===== src/rtl/clock_time_ctrl_if.sv =====
// Button inputs and time/highlight outputs of clock_time_ctrl.
// master: board/bench side (drives buttons, reads time); slave: the controller.
interface clock_time_ctrl_if;
    logic       btn_mode;
    logic       btn_inc;
    logic [3:0] sec_u;
    logic [2:0] sec_d;
    logic [3:0] min_u;
    logic [2:0] min_d;
    logic [3:0] hrs_u;
    logic [1:0] hrs_d;
    logic       edit_hrs;
    logic       edit_min;
    logic       blink;
    logic       tick_1hz;

    modport master (
        output btn_mode, btn_inc,
        input  sec_u, sec_d, min_u, min_d, hrs_u, hrs_d,
        input  edit_hrs, edit_min, blink, tick_1hz
    );

    modport slave (
        input  btn_mode, btn_inc,
        output sec_u, sec_d, min_u, min_d, hrs_u, hrs_d,
        output edit_hrs, edit_min, blink, tick_1hz
    );
endinterface


===== src/rtl/clock_time_ctrl.sv =====
// BCD time-of-day registers with 1 Hz prescaler, carry chain and a
// two-button (mode, inc) set-mode FSM. Single px_clk domain.
// Optional build macro AUTO_REPEAT_EN: held inc auto-repeats in set states.
module clock_time_ctrl #(
    parameter int TICKS_PER_SEC   = 31500000,
    parameter int DEBOUNCE_CYCLES = 65536,
    parameter int REPEAT_CYCLES   = 8000000
) (
    input  logic              clk,
    input  logic              reset,
    clock_time_ctrl_if.slave  bus
);
    localparam int PW = $clog2(TICKS_PER_SEC);
    localparam int DW = $clog2(DEBOUNCE_CYCLES + 1);
    localparam logic [6:0] BCD_59 = 7'h59;
    localparam logic [5:0] BCD_23 = 6'h23;

    if (TICKS_PER_SEC < 4 || (TICKS_PER_SEC % 2) != 0 ||
        DEBOUNCE_CYCLES < 1 || REPEAT_CYCLES < 1) begin : g_param_check
        $error("clock_time_ctrl: illegal parameter value");
    end

    typedef enum logic [1:0] {RUN, SET_HRS, SET_MIN} state_t;

    // Next value of a 00..59 BCD pair {tens[2:0], units[3:0]}, wrapping without carry-out.
    function automatic logic [6:0] bcd60_next(input logic [6:0] v);
        if (v[3:0] != 4'd9)      return {v[6:4], v[3:0] + 4'd1};
        else if (v[6:4] != 3'd5) return {v[6:4] + 3'd1, 4'd0};
        else                     return 7'd0;
    endfunction

    // Next value of a 00..23 BCD hour pair {tens[1:0], units[3:0]}.
    function automatic logic [5:0] hrs_next(input logic [5:0] v);
        if (v == BCD_23)         return 6'd0;
        else if (v[3:0] == 4'd9) return {v[5:4] + 2'd1, 4'd0};
        else                     return {v[5:4], v[3:0] + 4'd1};
    endfunction

    // ---------------- button path ----------------
    logic [1:0]    btn_raw;   // [0]=mode, [1]=inc
    logic [1:0]    sync1, sync2, deb, deb_q, press;
    logic [DW-1:0] deb_cnt [2];

    assign btn_raw = {bus.btn_inc, bus.btn_mode};

    // two-flop synchroniser per raw button
    always_ff @(posedge clk) begin
        if (reset) begin
            sync1 <= '0;
            sync2 <= '0;
        end else begin
            sync1 <= btn_raw;
            sync2 <= sync1;
        end
    end

    // debounce: state flips after DEBOUNCE_CYCLES consecutive disagreeing samples
    always_ff @(posedge clk) begin
        if (reset) begin
            deb   <= '0;
            deb_q <= '0;
            for (int i = 0; i < 2; i++) deb_cnt[i] <= '0;
        end else begin
            deb_q <= deb;
            for (int i = 0; i < 2; i++) begin
                if (sync2[i] == deb[i]) begin
                    deb_cnt[i] <= '0;
                end else if (deb_cnt[i] == DW'(DEBOUNCE_CYCLES - 1)) begin
                    deb_cnt[i] <= '0;
                    deb[i]     <= sync2[i];
                end else begin
                    deb_cnt[i] <= deb_cnt[i] + 1'b1;
                end
            end
        end
    end

    // press events only on the debounced rising edge
    assign press = deb & ~deb_q;

    logic   mode_ev, inc_ev;
    state_t state, state_nxt;

    assign mode_ev = press[0];

`ifdef AUTO_REPEAT_EN
    localparam int RW = $clog2(REPEAT_CYCLES + 1);
    logic [RW-1:0] rep_cnt;
    logic          rep_ev;

    // counter is 0 in the press cycle, so repeats land REPEAT_CYCLES apart
    assign rep_ev = (rep_cnt == RW'(REPEAT_CYCLES));
    assign inc_ev = press[1] | rep_ev;

    // repeat timer runs only while inc is held in a set state
    always_ff @(posedge clk) begin
        if (reset || !deb[1] || state == RUN || state_nxt != state)
            rep_cnt <= '0;
        else if (rep_ev)
            rep_cnt <= RW'(1);
        else
            rep_cnt <= rep_cnt + 1'b1;
    end
`else
    assign inc_ev = press[1];
`endif

    // ---------------- mode FSM ----------------
    // state register
    always_ff @(posedge clk) begin
        if (reset) state <= RUN;
        else       state <= state_nxt;
    end

    // next state: mode events cycle RUN -> SET_HRS -> SET_MIN -> RUN
    always_comb begin
        state_nxt = state;
        if (mode_ev) begin
            case (state)
                RUN:     state_nxt = SET_HRS;
                SET_HRS: state_nxt = SET_MIN;
                SET_MIN: state_nxt = RUN;
                default: state_nxt = RUN;
            endcase
        end
    end

    // ---------------- time datapath ----------------
    logic [PW-1:0] cnt_q, cnt_n;
    logic [6:0]    sec_q, sec_n, min_q, min_n;
    logic [5:0]    hrs_q, hrs_n;
    logic          blink_q, blink_n, tick_q, tick_n;
    logic          last, half;

    assign last = (cnt_q == PW'(TICKS_PER_SEC - 1));
    assign half = (cnt_q == PW'(TICKS_PER_SEC / 2 - 1));

    // next time value: full ripple in RUN, field edits in set states
    always_comb begin
        cnt_n   = last ? '0 : cnt_q + 1'b1;
        sec_n   = sec_q;
        min_n   = min_q;
        hrs_n   = hrs_q;
        tick_n  = 1'b0;
        blink_n = blink_q ^ (half | last);
        case (state)
            RUN: begin
                if (last) begin
                    tick_n = 1'b1;
                    sec_n  = bcd60_next(sec_q);
                    if (sec_q == BCD_59) begin
                        min_n = bcd60_next(min_q);
                        if (min_q == BCD_59) hrs_n = hrs_next(hrs_q);
                    end
                end
            end
            SET_HRS: begin
                if (inc_ev && !mode_ev) hrs_n = hrs_next(hrs_q);
            end
            SET_MIN: begin
                // leaving: restart the second so the first tick is a full second away
                if (mode_ev) begin
                    sec_n = '0;
                    cnt_n = '0;
                end else if (inc_ev) begin
                    min_n = bcd60_next(min_q);
                end
            end
            default: ;
        endcase
    end

    // time, prescaler, blink and tick registers
    always_ff @(posedge clk) begin
        if (reset) begin
            cnt_q   <= '0;
            sec_q   <= '0;
            min_q   <= '0;
            hrs_q   <= '0;
            blink_q <= 1'b0;
            tick_q  <= 1'b0;
        end else begin
            cnt_q   <= cnt_n;
            sec_q   <= sec_n;
            min_q   <= min_n;
            hrs_q   <= hrs_n;
            blink_q <= blink_n;
            tick_q  <= tick_n;
        end
    end

    assign bus.sec_u    = sec_q[3:0];
    assign bus.sec_d    = sec_q[6:4];
    assign bus.min_u    = min_q[3:0];
    assign bus.min_d    = min_q[6:4];
    assign bus.hrs_u    = hrs_q[3:0];
    assign bus.hrs_d    = hrs_q[5:4];
    assign bus.edit_hrs = (state == SET_HRS);
    assign bus.edit_min = (state == SET_MIN);
    assign bus.blink    = blink_q;
    assign bus.tick_1hz = tick_q;
endmodule


===== src/flat_wrapper.sv =====
// flat-port wrapper written by rule: the top's interface ports become plain ports
module clock_time_ctrl_flat 
#(
    parameter int TICKS_PER_SEC   = 31500000,
    parameter int DEBOUNCE_CYCLES = 65536,
    parameter int REPEAT_CYCLES   = 8000000
)
  (clk, reset, bus_btn_mode, bus_btn_inc, bus_sec_u, bus_sec_d, bus_min_u, bus_min_d, bus_hrs_u, bus_hrs_d, bus_edit_hrs, bus_edit_min, bus_blink, bus_tick_1hz);
  clock_time_ctrl_if bus_i ();
  input  logic clk;
  input  logic reset;
  input wire logic [$bits(bus_i.btn_mode)-1:0] bus_btn_mode;
  input wire logic [$bits(bus_i.btn_inc)-1:0] bus_btn_inc;
  output wire logic [$bits(bus_i.sec_u)-1:0] bus_sec_u;
  output wire logic [$bits(bus_i.sec_d)-1:0] bus_sec_d;
  output wire logic [$bits(bus_i.min_u)-1:0] bus_min_u;
  output wire logic [$bits(bus_i.min_d)-1:0] bus_min_d;
  output wire logic [$bits(bus_i.hrs_u)-1:0] bus_hrs_u;
  output wire logic [$bits(bus_i.hrs_d)-1:0] bus_hrs_d;
  output wire logic [$bits(bus_i.edit_hrs)-1:0] bus_edit_hrs;
  output wire logic [$bits(bus_i.edit_min)-1:0] bus_edit_min;
  output wire logic [$bits(bus_i.blink)-1:0] bus_blink;
  output wire logic [$bits(bus_i.tick_1hz)-1:0] bus_tick_1hz;
  assign bus_i.btn_mode = bus_btn_mode;
  assign bus_i.btn_inc = bus_btn_inc;
  assign bus_sec_u = bus_i.sec_u;
  assign bus_sec_d = bus_i.sec_d;
  assign bus_min_u = bus_i.min_u;
  assign bus_min_d = bus_i.min_d;
  assign bus_hrs_u = bus_i.hrs_u;
  assign bus_hrs_d = bus_i.hrs_d;
  assign bus_edit_hrs = bus_i.edit_hrs;
  assign bus_edit_min = bus_i.edit_min;
  assign bus_blink = bus_i.blink;
  assign bus_tick_1hz = bus_i.tick_1hz;
  clock_time_ctrl #(.TICKS_PER_SEC(TICKS_PER_SEC), .DEBOUNCE_CYCLES(DEBOUNCE_CYCLES), .REPEAT_CYCLES(REPEAT_CYCLES)) u_core (.clk(clk), .reset(reset), .bus(bus_i));
endmodule

===== config.mk =====
export PLATFORM = sky130hd
export DESIGN_NAME = clock_time_ctrl_flat
export DESIGN_NICKNAME = d
export VERILOG_FILES = /design/src/rtl/clock_time_ctrl_if.sv /design/src/rtl/clock_time_ctrl.sv /design/src/flat_wrapper.sv
export SDC_FILE = /design/constraint.sdc
export NUM_CORES = 1
export LEC_CHECK = 0
export CAP_MARGIN = 40
export CORE_AREA = 2 2 106 108
export DETAILED_ROUTE_END_ITERATION = 7
export DIE_AREA = 0 0 108 110
export PLACE_DENSITY = 0.71
export SLEW_MARGIN = 20
export SYNTH_ARGS = -nofsm -noshare
export SYNTH_HDL_FRONTEND = slang
export SYNTH_SLANG_ARGS = --single-unit

===== constraint.sdc =====
create_clock -name clk -period 3.95 [get_ports clk]
set_input_delay 0.5925 -clock clk [delete_from_list [all_inputs] [get_ports clk]]
set_output_delay 0.5925 -clock clk [all_outputs]
set_load 0.005 [all_outputs]

==> results.yml, run 1 <==
status:
  status: "finished clean"
timing:
  rsz0062_at_grt: "false"
  relSlewSlack_pct: 46.2
  min_period_ns: 2.99
  whs_ns: 0.447
  hold_viol: 0
  final_max_slew_viol_count: 0
  worst_slew_pin_slew_ns: 0.801
  fin_skew_ns: 0.0109
  setup_tns_ns: 0
  period_share_pct: 75.8
  max_freq_ghz: 0.334
  setup_violations: 0
placed_design:
  post_dp_cell_area_sq_mm: 0.00517
  io_buffers: 27
  gp_congestion: 0.879
  dp.final_hpwl_um: 6750
clocking:
  cts_tree: "built"
  cts_buffers: 9
  cts_setup_buffers: 0
  cts-root-buf: "clkbuf_8"
  clk_path_buf_depth: 2
  worstSkewPairLatency_ns: 0.35
  h-tree-depth: 3
  cts_hold_buffers: 0
  cts.clk_slew.worst_paths_ns: 0.09
  ctsResizeCount: 0
  numClockSinks: 91
floorplan:
  start_util_pct: 43.5
  fp.dieW_um: 108
  die-area_sq_mm: 0.0119
  core_area_sq_mm: 0.0107
  row_count: 38
  io_pins: 28
  die_y_um: 110
critical_path:
  required_ns: 3.36
  endpoint: "bus_edit_hrs"
  cp-startpoint: "u_core.state[0]$_SDFFE_PP0P_"
  rr_worst_depth: 5
  crit_family: "buffers and inverters"
  path_max_fanout: 17
  critPathBufInv: 2
  cp.depth: 3
  worstSetupEndpointType: "output port"
  cp.arrival_ns: 2.40
  crit_path_start_kind: "register"
  crit_path_cell_trace: "clkinv_1 -> nor2_1 -> clkdlybuf4s50_1"
  r2r_slack_ns: 1.07
  max_stage_delay_ns: 0.66
  rr_startpoint: "u_core.cnt_q[10]$_SDFF_PP0_"
  criticalPathCategory: "reg2out"
  worst_path_max_delay_cell: "dfxtp_1"
  worstReg2RegEnd: "u_core.min_q[4]$_SDFFE_PP0P_"
power:
  leakage_nw: 1.77
  ir_drop_mv: 0.151
  totalPowerFinal_mw: 1.69
  pwr_density_cell_mw_per_mm2: 313
synthesis:
  synthFlopType: "dfxtp_1"
  ys_seq_elements: 91
  ys_warn_count: 0
  synth.avg_cell_area_sq_um: 9.10
  synthCells: 511
  synthArstFlopShare_pct: 0
  synth_top_area_cell: "dfxtp_1"
  synthTopCellsByArea: "dfxtp_1, edfxtp_1, nor2_1"
  yosysSeqAreaShare_pct: 46.5
  synth_cell_types: 63
  syn-cell-area_sq_mm: 0.00465
  synth_edf_count: 34
  yosysTopAreaCellShare_pct: 24.5
route:
  drtIter0Drc: 194
  drcViolationCount: 0
  wirelength_um: 9510
  drt-wirelength-per-cell_um: 13.3
  antenna_left: 0
  drtPass1Iterations: 4
  vias_per_cell: 5.34
  via_count: 3810
layout:
  fin_area_sq_mm: 0.00538
  antenna_cells: 0
  area_growth_pct: 15.7
  finalNetCount: 581
  mostFrequentLayoutCell: "nor2_1"
  layout_common_cells: "nor2_1, dfxtp_1, nand2_1"
  layout-drive-gt1-share_pct: 5.23
grt:
  antenna_found_initial: 0
  grt_usage_pct: 16.9
  grt_max_degree: 24
  grt_pass1_vias: 3556
  grt_pass1_wl_um: 16200
  globalRouteOverflowTotal: 0
min_path:
  hold_class: "reg2reg"
run:
  maxCapViolCount: 0
[logic make-up after synthesis]
group	after synthesis	share of synthesized area, %
flip-flops	91	46.5
buffers and inverters	35	2.82
AND/OR/NAND/NOR	261	29.3
adder cells (fa/ha/maj)	8	2.15
other	1	0.0806
XOR/XNOR	48	9.04
AO/OA/AOI/OAI	63	9.20
multiplexers	4	0.915
[synth_stat cells (3+ instances only)]
cell type,instances
clkbuf_1,14
o22ai_1,3
o2111ai_1,4
ha_1,8
and4_1,3
nor3_1,12
nand3_1,27
or4_1,3
nor4_1,17
xor2_1,20
nand2b_1,6
o21ai_0,10
dfxtp_1,57
a21oi_1,17
o21a_1,4
nand3b_1,3
a31oi_1,3
and3_1,8
nand4b_1,4
nor2_1,76
nand2_1,44
inv_1,19
or3_1,10
edfxtp_1,34
nand4_1,14
xnor2_1,28
nor2b_1,14
[power by group]
group          switching [mW]  total, mW  leakage (nW)  internal, mW
Clock                   0.317      0.626        0.0997         0.309
Sequential             0.0168       1.01         0.811         0.990
Combinational          0.0324     0.0518         0.861        0.0194
[per-stage QoR]
stage | std cells | setup WS, ns | utilization [%]
after detailed placement | 697 | 1.14 | 48.3
after global placement | 697 | 1.22 | 48.3
after floorplan | 544 | 1.51 | -
after global routing | 714 | 0.861 | 50.3
final | 714 | 0.958 | 50.3
after CTS | 713 | 0.995 | 50.2
[layer usage]
metal  share of wire [%]  track usage (%)  wire length (um)  vias to the layer above
met5                   0                0                 0                        -
met4                 1.2             6.78               116                        0
met3                 3.8             3.64               366                       12
met2                  48             27.9              4590                       66
met1                  47             21.6              4440                     1812
li1                    -                -                 -                     1920
[worst min-delay path by stage]
stage                               startpoint                          to  slack (ns)  cells after the start
floorplan           u_core.sync1[0]$_SDFF_PP0_  u_core.sync2[0]$_SDFF_PP0_        0.41                      1
global placement    u_core.sync1[0]$_SDFF_PP0_  u_core.sync2[0]$_SDFF_PP0_        0.42                      1
detailed placement  u_core.sync1[1]$_SDFF_PP0_  u_core.sync2[1]$_SDFF_PP0_        0.42                      1
CTS                 u_core.sync1[1]$_SDFF_PP0_  u_core.sync2[1]$_SDFF_PP0_        0.44                      1
global route        u_core.sync1[1]$_SDFF_PP0_  u_core.sync2[1]$_SDFF_PP0_        0.46                      1
finish              u_core.sync1[1]$_SDFF_PP0_  u_core.sync2[1]$_SDFF_PP0_        0.45                      1
[area by class of cell]
type                            count  area (sq um)
Clock buffer                       11           143
Clock inverter                      5          53.8
Fill cell                        1036          5320
Inverter                           20          75.1
Multi-Input combinational cell    418          2480
Sequential cell                    91          2160
Tap cell                          140           175
Timing Repair Buffer               29           293
[flip-flops by register name (all words and copies together) (netlist names)]
register,cells
u_core.hrs_q,6
u_core.bus.blink,1
u_core.state,2
u_core.sync2,2
u_core.sec_q,7
u_core.deb_q,2
u_core.deb_cnt,34
u_core.sync1,2
u_core.min_q,7
u_core.bus.tick_1hz,1
u_core.cnt_q,25
u_core.deb,2
No activity file was read; power rests on OpenSTA's default activity.
==> inputs of run 2 (changes only) <==
Settings changed: PLACE_DENSITY 0.71 to 0.74.
Clock period 3.95 ns to 2.5 ns, I/O delays scaled along.
==> results.yml, run 2 (same netlist as run 1, synthesis figures left out) <==
status:
  status: "finished clean"
route:
  drt-wirelength-per-cell_um: 13.6
  antenna_left: 0
  drtPass1Iterations: 4
  vias_per_cell: 5.33
  via_count: 3930
  drcViolationCount: 0
  drtIter0Drc: 188
  wirelength_um: 10000
layout:
  finalNetCount: 604
  top_register: "u_core.deb_cnt"
  layout_common_cells: "nor2_1, dfxtp_1, nand2_1"
  final_util_pct: 51.8
  n_fill_cell: 994
  antenna_cells: 0
  largest_reg_flops: 34
  top_regs: "u_core.deb_cnt x34, u_core.cnt_q x25"
  area_growth_pct: 19.1
  instances_no_fill: 737
  fin_area_sq_mm: 0.00554
  layout-drive-gt1-share_pct: 9.38
  mostFrequentLayoutCell: "nor2_1"
power:
  switching_share_pct: 23.0
  totalPowerFinal_mw: 2.54
  seq_power_share_pct: 62.7
  cell_internal_pwr_mw: 1.95
  pwr-share-clk_pct: 33.9
  leakage_nw: 1.87
  pwr-share-comb_pct: 3.4
  pwr_density_cell_mw_per_mm2: 458
  p_switching_uw: 584
  ir_drop_mv: 0.221
floorplan:
  io_pins: 28
  start_util_pct: 43.5
  die_y_um: 110
  die-area_sq_mm: 0.0119
  fp.dieW_um: 108
  row_count: 38
  core_area_sq_mm: 0.0107
timing:
  setup_violations: 0
  hold_viol: 0
  min_period_ns: 2.40
  whs_ns: 0.450
  rsz0062_at_grt: "false"
  final_max_slew_viol_count: 0
  setup_ws_ns: 0.103
  fin_skew_ns: 0.00982
  setup_tns_ns: 0
  relSlewSlack_pct: 55.9
  period_share_pct: 95.9
  max_freq_ghz: 0.417
  worst_slew_pin_slew_ns: 0.661
placed_design:
  io_buffers: 27
  dp.final_hpwl_um: 7410
  post_dp_cell_area_sq_mm: 0.00535
  place_ws_ns: 0.0546
  dp.cells: 721
  gp_congestion: 0.858
clocking:
  cts_hold_buffers: 0
  h-tree-depth: 3
  worstSkewPairLatency_ns: 0.36
  numClockSinks: 91
  cts_tree: "built"
  cts-root-buf: "clkbuf_8"
  cts.clk_slew.worst_paths_ns: 0.08
  cts_setup_buffers: 0
  clk_path_buf_depth: 2
  cts_buffers: 9
critical_path:
  cp.arrival_ns: 2.70
  cp-startpoint: "u_core.cnt_q[10]$_SDFF_PP0_"
  crit_path_start_kind: "register"
  rr_startpoint: "u_core.cnt_q[10]$_SDFF_PP0_"
  worstSetupEndpointType: "register"
  path_max_fanout: 5
  required_ns: 2.80
  criticalPathCategory: "reg2reg"
  r2r_slack_ns: 0.10
grt:
  grt_pass1_wl_um: 16800
  grt_pass1_vias: 3738
  globalRouteOverflowTotal: 0
  grt_max_degree: 24
  antenna_found_initial: 0
  grt_usage_pct: 17.7
min_path:
  hold_class: "reg2reg"
  min_from: "u_core.sync1[1]$_SDFF_PP0_"
run:
  maxCapViolCount: 0
==> run 2: cell count changes in the layout (fill, tap and decap cells not counted), sizes merged <==
cell      previous run  this run
bufinv               1         0
buf                  2        25
inv                 20        19
clkinv               2         6
clkinvlp             2         0
==> run 2: path summary, 6_finish.rpt <==
check | end | depth (start not counted)
worst min-delay path | u_core.sync2[1]$_SDFF_PP0_ | 1
worst min register to register | u_core.sync2[1]$_SDFF_PP0_ | 1
worst max-delay path | u_core.sec_q[4]$_SDFFE_PP0P_ | 5
worst max register to register | u_core.sec_q[4]$_SDFFE_PP0P_ | 5
==> run 2: layout make-up <==
type | count | area [sq um] | share of cell area [%]
multi-input cells | 418 | 2510 | 45.3
clock inverters | 5 | 30.0 | 0.542
flip-flops and latches | 91 | 2160 | 39.0
repair buffers | 52 | 458 | 8.27
clock buffers | 11 | 131 | 2.37
well taps | 140 | 175 | 3.16
inverters | 20 | 75.1 | 1.36
==> run 2: layer usage <==
metal / part of all wire [%] / GRT usage, % / routed length (um)
met5: 0 / 0 / 0
met4: 1.5 / 7.51 / 153
met3: 3.8 / 3.59 / 376
met2: 49 / 29.4 / 4880
met1: 46 / 22.6 / 4600
==> run 2: power groups by stage <==
stage          registers [mW]  clock network [mW]  logic [mW]
2_1_floorplan            1.62                   0      0.0615
3_3_place_gp             1.62                   0      0.0815
3_5_place_dp             1.63                   0      0.0834
4_1_cts                  1.59               0.887      0.0842
5_1_grt                  1.60               0.933      0.0994
6_report                 1.59               0.861      0.0864
==> run 2: repair_timing <==
| item | 4_1_cts | 5_1_grt |
|---|---|---|
| setup endpoints to repair | 0 | 23 |
| hold endpoints to repair | 0 | 0 |
| resized for setup | 0 | 8 |
==> run 2: critical path: stages, from the launching register on <==
cell	delay, ns
dfxtp_1	0.35
or4bb_1	0.57
or3_1	0.43
or3_4	0.37
or4_4	0.49
a21oi_2	0.13
==> inputs of run 3 (changes only) <==
Settings changed: SLEW_MARGIN 20 to 0.
==> results of run 3 <==
No change in the layout: final DEF, timing and power equal those of run 2.
